### config.mk
export PLATFORM = sky130hd
export DESIGN_NAME = fp_align_add_flat
export DESIGN_NICKNAME = d
export VERILOG_FILES = /design/src/rtl/fp_align_add_if.sv /design/src/rtl/fp_align_add.sv /design/src/flat_wrapper.sv
export SDC_FILE = /design/constraint.sdc
export NUM_CORES = 1
export LEC_CHECK = 0
export ABC_AREA = 1
export CAP_MARGIN = 30
export CORE_UTILIZATION = 44
export DETAILED_ROUTE_END_ITERATION = 10
export SYNTH_ARGS = -nofsm -noshare
export SYNTH_HDL_FRONTEND = slang
export SYNTH_SLANG_ARGS = --single-unit
### constraint.sdc
create_clock -name clk -period 7.2 [get_ports clk]
set_clock_uncertainty 0.15 [all_clocks]
set_input_delay 0.72 -clock clk [delete_from_list [all_inputs] [get_ports clk]]
set_output_delay 0.72 -clock clk [all_outputs]
set_load 0.05 [all_outputs]
### src/rtl/fp_align_add_if.sv
// Purpose: operand/result handshake bundle for the FP add/sub pre-normalisation stage.
// Latency: n/a (wiring only).
// Backpressure: in_valid/in_ready on the operand side, out_valid/out_ready on the result side.
//
// Ports (signals):
//   in_valid, in_ready, a, b, op         operand side
//   out_valid, out_ready, sum, of, sign,
//   exp, special [, grs]                 result side (grs only with FP_ALIGN_STICKY_EN)
// Optional macro: FP_ALIGN_STICKY_EN adds the grs[2:0] result field.
interface fp_align_add_if;
   logic        in_valid;
   logic        in_ready;
   logic [31:0] a;
   logic [31:0] b;
   logic        op;
   logic        out_valid;
   logic        out_ready;
   logic [23:0] sum;
   logic        of;
   logic        sign;
   logic [7:0]  exp;
   logic        special;
`ifdef FP_ALIGN_STICKY_EN
   logic [2:0]  grs;

   modport master (
      output in_valid, a, b, op, out_ready,
      input  in_ready, out_valid, sum, of, sign, exp, special, grs
   );
   modport slave (
      input  in_valid, a, b, op, out_ready,
      output in_ready, out_valid, sum, of, sign, exp, special, grs
   );
`else
   modport master (
      output in_valid, a, b, op, out_ready,
      input  in_ready, out_valid, sum, of, sign, exp, special
   );
   modport slave (
      input  in_valid, a, b, op, out_ready,
      output in_ready, out_valid, sum, of, sign, exp, special
   );
`endif
endinterface

### src/rtl/fp_align_add.sv
// Purpose: single-precision add/sub pre-normalisation: unpack, order by magnitude, align, add/sub mantissas.
// Latency: 1 + ceil(d/SHIFT_STEP) cycles from accept edge to out_valid (d = exponent difference, clamped to 24).
// Backpressure: one operation in flight; result held stable in HOLD until out_ready, in_ready only in IDLE.
//
// Ports:
//   clk      clock, all state changes on rising edge
//   reset_n  synchronous active-low reset
//   bus      fp_align_add_if.slave: operands a/b/op with in_valid/in_ready,
//            result sum/of/sign/exp/special with out_valid/out_ready
// Optional macro: FP_ALIGN_STICKY_EN extends mantissas with guard/round/sticky and drives bus.grs.
module fp_align_add #(
   parameter int SHIFT_STEP = 4
) (
   input  logic       clk,
   input  logic       reset_n,
   fp_align_add_if.slave bus
);

`ifdef FP_ALIGN_STICKY_EN
   localparam int XB = 3;
`else
   localparam int XB = 0;
`endif
   localparam int MW = 24 + XB;
   localparam logic [4:0] STEP = 5'(SHIFT_STEP);

   typedef enum logic [1:0] {IDLE, ALIGN, ADD, HOLD} state_t;

   state_t          state;
   logic            in_ready_r;
   logic            out_valid_r;
   logic [23:0]     sum_r;
   logic            of_r;
   logic            sign_r;
   logic [7:0]      exp_r;
   logic            special_r;
`ifdef FP_ALIGN_STICKY_EN
   logic [2:0]      grs_r;
`endif

   // Operation context captured on the accept edge
   logic [MW-1:0]   big_man;
   logic [MW-1:0]   sml_man;
   logic [7:0]      big_exp;
   logic            big_s;
   logic            sml_s;
   logic            spec_op;
   logic [4:0]      rem;

   // Operand unpack and ordering
   logic [7:0]      a_exp, b_exp;
   logic [22:0]     a_frac, b_frac;
   logic            a_s, b_s;
   logic [23:0]     a_man, b_man;
   logic            a_big;
   logic [7:0]      d_raw;
   logic [4:0]      d_clamp;
   logic            spec_in;

   always_comb begin
      a_exp   = bus.a[30:23];
      b_exp   = bus.b[30:23];
      a_frac  = bus.a[22:0];
      b_frac  = bus.b[22:0];
      a_s     = bus.a[31];
      b_s     = bus.b[31] ^ bus.op;
      // Denormals flush to zero
      a_man   = (a_exp != 8'd0) ? {1'b1, a_frac} : 24'h0;
      b_man   = (b_exp != 8'd0) ? {1'b1, b_frac} : 24'h0;
      // Ties resolve to A so equal magnitudes subtract as A - B
      a_big   = {a_exp, a_frac} >= {b_exp, b_frac};
      d_raw   = a_big ? (a_exp - b_exp) : (b_exp - a_exp);
      d_clamp = (d_raw > 8'd24) ? 5'd24 : d_raw[4:0];
      spec_in = (a_exp == 8'hFF) || (b_exp == 8'hFF);
   end

   // One alignment step
   logic [4:0]      shamt;
   logic [MW-1:0]   sml_shift;
`ifdef FP_ALIGN_STICKY_EN
   logic [MW-1:0]   lost;
`endif

   always_comb begin
      shamt     = (rem > STEP) ? STEP : rem;
      sml_shift = sml_man >> shamt;
`ifdef FP_ALIGN_STICKY_EN
      // Bit 0 is the sticky position; it absorbs everything pushed below it,
      // including its own previous value, so the OR accumulates across steps.
      lost         = sml_man & ~({MW{1'b1}} << shamt);
      sml_shift[0] = sml_shift[0] | (|lost);
`endif
   end

   // Mantissa add/sub; big >= small after alignment so the difference is never negative
   logic [MW:0]     res;
   logic            sub_zero;

   always_comb begin
      if (big_s == sml_s) begin
         res = {1'b0, big_man} + {1'b0, sml_man};
      end else begin
         res = {1'b0, big_man - sml_man};
      end
      sub_zero = (big_s != sml_s) && (res == '0);
   end

   always_ff @(posedge clk) begin
      if (!reset_n) begin
         state       <= IDLE;
         in_ready_r  <= 1'b0;
         out_valid_r <= 1'b0;
         sum_r       <= 24'h0;
         of_r        <= 1'b0;
         sign_r      <= 1'b0;
         exp_r       <= 8'h0;
         special_r   <= 1'b0;
`ifdef FP_ALIGN_STICKY_EN
         grs_r       <= 3'b000;
`endif
         big_man     <= '0;
         sml_man     <= '0;
         big_exp     <= 8'h0;
         big_s       <= 1'b0;
         sml_s       <= 1'b0;
         spec_op     <= 1'b0;
         rem         <= 5'd0;
      end else begin
         case (state)
            IDLE: begin
               in_ready_r <= 1'b1;
               if (in_ready_r && bus.in_valid) begin
                  in_ready_r <= 1'b0;
                  big_man    <= a_big ? (MW'(a_man) << XB) : (MW'(b_man) << XB);
                  sml_man    <= a_big ? (MW'(b_man) << XB) : (MW'(a_man) << XB);
                  big_exp    <= a_big ? a_exp : b_exp;
                  big_s      <= a_big ? a_s : b_s;
                  sml_s      <= a_big ? b_s : a_s;
                  spec_op    <= spec_in;
                  rem        <= d_clamp;
                  state      <= (d_clamp == 5'd0 || spec_in) ? ADD : ALIGN;
               end
            end
            ALIGN: begin
               sml_man <= sml_shift;
               rem     <= rem - shamt;
               if (rem <= STEP) begin
                  state <= ADD;
               end
            end
            ADD: begin
               sum_r       <= res[MW-1 -: 24];
               of_r        <= res[MW];
               sign_r      <= sub_zero ? 1'b0 : big_s;
               exp_r       <= big_exp;
               special_r   <= spec_op;
`ifdef FP_ALIGN_STICKY_EN
               grs_r       <= res[2:0];
`endif
               out_valid_r <= 1'b1;
               state       <= HOLD;
            end
            HOLD: begin
               if (bus.out_ready) begin
                  out_valid_r <= 1'b0;
                  in_ready_r  <= 1'b1;
                  state       <= IDLE;
               end
            end
            default: state <= IDLE;
         endcase
      end
   end

   assign bus.in_ready  = in_ready_r;
   assign bus.out_valid = out_valid_r;
   assign bus.sum       = sum_r;
   assign bus.of        = of_r;
   assign bus.sign      = sign_r;
   assign bus.exp       = exp_r;
   assign bus.special   = special_r;
`ifdef FP_ALIGN_STICKY_EN
   assign bus.grs       = grs_r;
`endif

endmodule
### src/flat_wrapper.sv
// flat-port wrapper written by rule: the top's interface ports become plain ports
module fp_align_add_flat 
#(
   parameter int SHIFT_STEP = 4
)
  (clk, reset_n, bus_in_valid, bus_a, bus_b, bus_op, bus_out_ready, bus_in_ready, bus_out_valid, bus_sum, bus_of, bus_sign, bus_exp, bus_special);
  fp_align_add_if bus_i ();
  input  logic clk;
  input  logic reset_n;
  input wire logic [$bits(bus_i.in_valid)-1:0] bus_in_valid;
  input wire logic [$bits(bus_i.a)-1:0] bus_a;
  input wire logic [$bits(bus_i.b)-1:0] bus_b;
  input wire logic [$bits(bus_i.op)-1:0] bus_op;
  input wire logic [$bits(bus_i.out_ready)-1:0] bus_out_ready;
  output wire logic [$bits(bus_i.in_ready)-1:0] bus_in_ready;
  output wire logic [$bits(bus_i.out_valid)-1:0] bus_out_valid;
  output wire logic [$bits(bus_i.sum)-1:0] bus_sum;
  output wire logic [$bits(bus_i.of)-1:0] bus_of;
  output wire logic [$bits(bus_i.sign)-1:0] bus_sign;
  output wire logic [$bits(bus_i.exp)-1:0] bus_exp;
  output wire logic [$bits(bus_i.special)-1:0] bus_special;
  assign bus_i.in_valid = bus_in_valid;
  assign bus_i.a = bus_a;
  assign bus_i.b = bus_b;
  assign bus_i.op = bus_op;
  assign bus_i.out_ready = bus_out_ready;
  assign bus_in_ready = bus_i.in_ready;
  assign bus_out_valid = bus_i.out_valid;
  assign bus_sum = bus_i.sum;
  assign bus_of = bus_i.of;
  assign bus_sign = bus_i.sign;
  assign bus_exp = bus_i.exp;
  assign bus_special = bus_i.special;
  fp_align_add #(.SHIFT_STEP(SHIFT_STEP)) u_core (.clk(clk), .reset_n(reset_n), .bus(bus_i));
endmodule
==> results of run 1 <==
-- state kept, by name (all words and copies together), names as in the netlist --
name and cells:
u_core.sml_s 1, u_core.bus.special 1, u_core.bus.out_valid 1, u_core.bus.sign 1
u_core.bus.in_ready 1, u_core.big_s 1, u_core.bus.exp 8, u_core.big_man 24
u_core.big_exp 8, u_core.state 2, u_core.spec_op 1, u_core.bus.sum 24
u_core.bus.of 1, u_core.sml_man 24, u_core.rem 5
-- cells in the final DEF (no fill, tap or decap), types with 5 or more instances in the layout --
cell type / instances
dfxtp_1: 103
nor3_1: 10
nand3_1: 111
inv_1: 261
nand2_1: 496
ha_1: 90
buf_4: 10
a21oi_1: 146
inv_2: 6
xor2_1: 11
o21ai_0: 155
nand2_2: 5
o21ai_1: 15
a31oi_1: 13
o22ai_1: 18
o21bai_1: 6
a221oi_2: 11
o22ai_2: 8
nand4_1: 25
nor2_1: 140
clkdlybuf4s50_1: 105
clkbuf_16: 9
xnor2_1: 6
o211ai_1: 8
-- through the flow --
step	hold slack (ns)	util	instance area [um^2]	cells
floorplan	0.296	-	10500	1767
global placement	0.303	0.498	11600	2125
detailed placement	0.308	0.498	11600	2125
CTS	0.320	0.510	11900	2140
global route	0.341	0.510	11900	2140
finish	0.318	0.510	11900	2140
-- layer usage --
| layer | vias to the layer above | wire (um) |
|---|---|---|
| met1 | 5137 | 16800 |
| met5 | - | 0 |
| met2 | 380 | 16500 |
| met4 | 0 | 1330 |
| li1 | 5849 | - |
| met3 | 56 | 2170 |
-- layout make-up --
| cell class | count | area, um^2 | area share |
|---|---|---|---|
| inverters | 268 | 1010 | 0.0844 |
| repair buffers | 115 | 1130 | 0.0944 |
| well taps | 319 | 399 | 0.0335 |
| flip-flops and latches | 103 | 2060 | 0.173 |
| clock buffers | 9 | 225 | 0.0189 |
| clock inverters | 6 | 52.6 | 0.00441 |
| multi-input cells | 1320 | 7050 | 0.592 |
-- logic make-up after synthesis --
group	share of synthesized area
flip-flops	0.197
XOR/XNOR	0.0142
other	0.000358
multiplexers	0.00191
buffers and inverters	0.130
adder cells (fa/ha/maj)	0.116
AO/OA/AOI/OAI	0.222
AND/OR/NAND/NOR	0.318
-- worst max path at each step --
stage	to	cells past startpoint
floorplan	u_core.sml_man[12]	15
global placement	u_core.sml_man[8]	14
detailed placement	u_core.sml_man[8]	14
CTS	u_core.sml_man[8]	14
global route	u_core.sml_man[4]	14
finish	u_core.sml_man[8]	14
-- power by group --
group,total [mW],switching (mW),internal [mW]
Clock,0.471,0.232,0.239
Sequential,0.871,0.138,0.733
Combinational,2.92,2.04,0.874
Total,4.26,2.41,1.85
-- worst max-delay path, stage by stage --
cell and delay (ns):
clkdlybuf4s50_1 0.58, inv_1 0.13, ha_1 0.36, a21oi_1 0.18, o21ai_0 0.09, a21oi_1 0.23
nand2_1 0.13, nor2_4 0.14, nand2_4 0.32, inv_2 0.51, nand2_4 0.27, o22ai_1 0.20
nand2_1 0.08, a221oi_1 0.24
==> impl_metrics.csv, run 1 <==
group,metric,value,unit
status,status,"completed",
cells_and_area,nNetsFinal,1981,
critical_path,critPathKind,"input pin to flop",
floorplanning,fp.dieH,156,um
grt,grt.total_usage,0.303,
routing,first_pass_iters,5,
grt,antenna_found_initial,0,
routing,num_vias,11422,
sta,worst_slew_pin_slew,1.02,ns
critical_path,r2r_slack,4.00,ns
critical_path,crit_start,"bus_b[24]",
placed_design,port-buffer-count,105,
floorplanning,initial_core_util,0.447,
grt,grt_use_met3,0.0343,
critical_path,endpoint_kind,"flop",
floorplanning,ios,106,
logic_synthesis,avgSynthCellArea,5.93,um^2
clock_tree,cts_tree,"built",
power_and_ir_drop,total_power,4.26,mW
grt,grt_pass1_vias,10614,
logic_synthesis,synth_area,10500,um^2
placed_design,dp_hpwl,29800,um
hold_path,whs_path_depth,2,
sta,final_hold_viol_count,0,
cells_and_area,antenna_cells,0,
clock_tree,clk_latency,0.35,ns
logic_synthesis,synth.most_common_cell,"nand2_1",
hold_path,hp-class,"flop to flop",
routing,ant_nets,0,
clock_tree,cts_buffers,9,
clock_tree,clkSlewWorstSetupHoldPaths,0.07,ns
sta,fmax,0.244,GHz
floorplanning,core_region_area,23400,um^2
sta,finalCritPeriodShare,0.570,
grt,gr-usage-met2,0.497,
routing,drt-wirelength-per-cell,17.2,um
placed_design,dp_slack,2.77,ns
grt,grt_pass1_wl,57000,um
logic_synthesis,synthDistinctLibCells,53,
clock_tree,clk_path_buf_depth,2,
floorplanning,rows,56,
logic_synthesis,synth_top_area_frac,0.197,
sta,finalCriticalPeriod,4.10,ns
routing,drt_iter0_drc,807,
clock_tree,cts_post_setup_buffers_inserted,0,
cells_and_area,nFillCells,2590,
sta,final_max_slew_viol_count,0,
sta,maxSlewHeadroom,0.318,
routing,totalWireLength,36800,um
clock_tree,cts_root_buf,"clkbuf_16",
logic_synthesis,synth-warning-count,0,
logic_synthesis,synthFlopType,"dfxtp_1",
critical_path,reg2regPathDepth,17,
grt,grt_max_degree,58,
logic_synthesis,yosysTopAreaCell,"dfxtp_1",
clock_tree,numClockSinks,103,
sta,tns,0,ns
logic_synthesis,synth_area_leaders,"dfxtp_1 (20%), nand2_1 (18%), ha_1 (11%), inv_1 (9.4%), o21ai_0 (7.4%)",
clock_tree,cts_resized,0,
logic_synthesis,yosysSeqAreaShare,0.197,
sta,rsz0062_at_grt,"no",
logic_synthesis,synth_seq_cells,103,
routing,drc,0,
critical_path,critPathMaxFanout,57,
hold_path,min_from,"u_core.big_exp[4]",
critical_path,regToRegStartpoint,"u_core.sml_man[9]",
logic_synthesis,synth_common_cells,"nand2_1 (496), inv_1 (261), o21ai_0 (155)",
power_and_ir_drop,power_leakage,5.86,nW
placed_design,place.gp.congestion,1.01,
logic_synthesis,synth_nets,1931,
floorplanning,fp.dieW,156,um
sta,worst_slack,3.10,ns
routing,via_per_inst,5.34,
power_and_ir_drop,vdd_drop_max,0.136,mV
logic_synthesis,syn_inst,1767,
critical_path,worst_setup_path_start_kind,"input pin",
critical_path,crit_required,7.30,ns
clock_tree,htreeDepth,3,
run,drv_cap,0,
critical_path,worstPathArrival,4.20,ns
logic_synthesis,synth-edff-count,0,
hold_path,hold_end,"u_core.big_exp[4]",
floorplanning,dieArea,24400,um^2
clock_tree,cts_hold_buffers,0,
critical_path,timing.rr.end,"u_core.bus.sum[22]",
grt,overflow,0,
cells_and_area,area_growth_syn_to_layout,13.9,%
sta,finalSetupViolations,0,
grt,top_usage_layer,"met2",
cells_and_area,drive_above_1_share,0.0401,
logic_synthesis,synth_async_sr_flop_share,0,
power_and_ir_drop,p_per_area,357,nW/um^2
grt,grtUsageMet1,0.406,
Power figures use the tool's default switching activity.
==> run 2: changes to the inputs <==
--- a/config.mk
+++ b/config.mk
@@ -9,6 +9,7 @@
 export CAP_MARGIN = 30
 export CORE_UTILIZATION = 44
 export DETAILED_ROUTE_END_ITERATION = 10
+export PLACE_DENSITY = 0.67
 export SYNTH_ARGS = -nofsm -noshare
 export SYNTH_HDL_FRONTEND = slang
 export SYNTH_SLANG_ARGS = --single-unit
==> constraint.sdc (replaced) <==
create_clock -name clk -period 3.55 [get_ports clk]
set_clock_uncertainty 0.15 [all_clocks]
set_input_delay 0.355 -clock clk [delete_from_list [all_inputs] [get_ports clk]]
set_output_delay 0.355 -clock clk [all_outputs]
set_load 0.05 [all_outputs]
==> run 2 against run 1 <==
Effect of this change:
- sequential power increased by 100%
- sequential share of layout area decreased by 0.19 points
- cell area increased by 1.1%
- register-to-register slack got worse by 3.6 ns
- critical endpoint is now u_core.bus.sign
==> impl_metrics.csv, run 2 (same netlist as run 1, synthesis figures left out) <==
group,metric,value,unit
status,status,"completed",
sta,maxSlewHeadroom,0.435,
sta,rsz0062_at_grt,"no",
critical_path,regToRegStartpoint,"u_core.big_man[0]",
power_and_ir_drop,power_leakage,5.93,nW
floorplanning,core_region_area,23400,um^2
floorplanning,fp.dieW,156,um
grt,overflow,0,
critical_path,r2r_slack,0.43,ns
clock_tree,cts_hold_buffers,0,
grt,antenna_found_initial,0,
clock_tree,clkSlewWorstSetupHoldPaths,0.08,ns
placed_design,place.gp.congestion,1.01,
power_and_ir_drop,total_power,8.84,mW
sta,final_hold_viol_count,0,
cells_and_area,drive_above_1_share,0.0464,
run,drv_cap,0,
floorplanning,dieArea,24400,um^2
sta,worst_slack,0.427,ns
cells_and_area,area_growth_syn_to_layout,15.2,%
grt,grt_pass1_wl,57600,um
clock_tree,cts_post_setup_buffers_inserted,0,
power_and_ir_drop,netSwitchingPower,4.98,mW
placed_design,dp_hpwl,29800,um
routing,via_per_inst,5.42,
cells_and_area,utilization,0.515,
critical_path,worstPathArrival,3.21,ns
sta,final_max_slew_viol_count,0,
routing,ant_nets,0,
floorplanning,fp.dieH,156,um
power_and_ir_drop,combinationalPowerShare,0.679,
sta,finalSetupViolations,0,
power_and_ir_drop,swShare,0.564,
placed_design,placed_cell_area,11700,um^2
floorplanning,ios,106,
sta,holdWs,0.318,ns
critical_path,endpoint_kind,"flop",
grt,grt_pass1_vias,10555,
cells_and_area,final_cell_mix,"nand2_1 (496), inv_1 (261), o21ai_0 (155)",
power_and_ir_drop,pwr-share-clk,0.121,
grt,grt.total_usage,0.305,
placed_design,place_inst,2136,
routing,num_vias,11655,
cells_and_area,antenna_cells,0,
floorplanning,rows,56,
power_and_ir_drop,internal_power,3.86,mW
clock_tree,cts_root_buf,"clkbuf_16",
cells_and_area,fin_area,12100,um^2
cells_and_area,nFillCells,2586,
floorplanning,initial_core_util,0.447,
critical_path,reg2regPathDepth,19,
clock_tree,clk_latency,0.36,ns
critical_path,critPathKind,"flop to flop",
placed_design,port-buffer-count,105,
clock_tree,numClockSinks,103,
hold_path,whs_path_depth,2,
cells_and_area,nNetsFinal,1992,
placed_design,dp_slack,0.0920,ns
clock_tree,cts_resized,0,
routing,drt-wirelength-per-cell,17.1,um
sta,tns,0,ns
power_and_ir_drop,seqPwrFrac,0.201,
hold_path,hp-class,"flop to flop",
sta,worst_slew_pin_slew,0.846,ns
sta,finalCriticalPeriod,3.12,ns
cells_and_area,final_common_cell,"nand2_1",
routing,first_pass_iters,6,
routing,drc,0,
power_and_ir_drop,p_per_area,733,nW/um^2
clock_tree,clk_path_buf_depth,2,
hold_path,min_from,"u_core.big_exp[6]",
routing,drt_iter0_drc,964,
hold_path,hold_end,"u_core.big_exp[6]",
clock_tree,cts_buffers,9,
cells_and_area,fin_cells,2152,
sta,fmax,0.320,GHz
routing,totalWireLength,36900,um
critical_path,timing.rr.end,"u_core.bus.sign",
power_and_ir_drop,vdd_drop_max,0.306,mV
critical_path,crit_required,3.64,ns
clock_tree,htreeDepth,3,
clock_tree,cts_tree,"built",
grt,grt_max_degree,62,
sta,finalCritPeriodShare,0.880,
critical_path,critPathMaxFanout,3,
critical_path,worst_setup_path_start_kind,"flop",
## run 2: worst max path at each step
stage	from	endpoint	slack [ns]	cells past startpoint
4_1_cts	u_core.big_man[0]	u_core.bus.sign	0.46	19
6_report	u_core.big_man[0]	u_core.bus.sign	0.43	19
3_5_place_dp	bus_b[29]	u_core.sml_man[16]	0.09	15
5_1_grt	u_core.big_man[0]	u_core.bus.sign	0.1	19
2_1_floorplan	u_core.big_man[0]	u_core.bus.sign	1.14	19
3_3_place_gp	bus_b[29]	u_core.rem[1]	0.12	20
## run 2: power by group through the flow
stage	clock, mW	sequential [mW]	combinational (mW)
after floorplan	0	2.17	3.64
after global placement	0	1.79	5.90
after detailed placement	0	1.79	5.89
after CTS	1.08	1.76	5.92
after global routing	1.13	1.81	6.59
final	1.07	1.78	6.00
## run 2: cell type report
class                   count  area [um^2]  area share
clock buffers               9          225      0.0187
clock inverters             7         90.1     0.00747
inverters                 268         1010      0.0834
multi-input cells        1320         7050       0.585
flip-flops and latches    103         2060       0.171
well taps                 319          399      0.0331
repair buffers            126         1220       0.101
## run 2: layer usage
| metal | vias to the layer above | global-route usage | wire [um] |
|---|---|---|---|
| met4 | 0 | 0.131 | 1420 |
| met5 | - | 0 | 0 |
| met3 | 67 | 0.0374 | 2400 |
| li1 | 5863 | - | - |
| met2 | 442 | 0.489 | 16500 |
| met1 | 5283 | 0.411 | 16600 |
## run 2: critical path, stage by stage (launching register included)
cell	delay (ns)
dfxtp_1	0.40
inv_1	0.06
ha_1	0.20
fa_1	0.45
inv_1	0.14
nand2_1	0.06
nand2_1	0.10
nand2_1	0.14
o21ai_0	0.25
nand2_1	0.15
nand2_1	0.12
nand2_1	0.05
nand2_1	0.15
nand3_1	0.10
nor2_1	0.08
nand2_1	0.05
nor2_1	0.13
nand4_1	0.09
nand2_1	0.07
a21oi_1	0.05
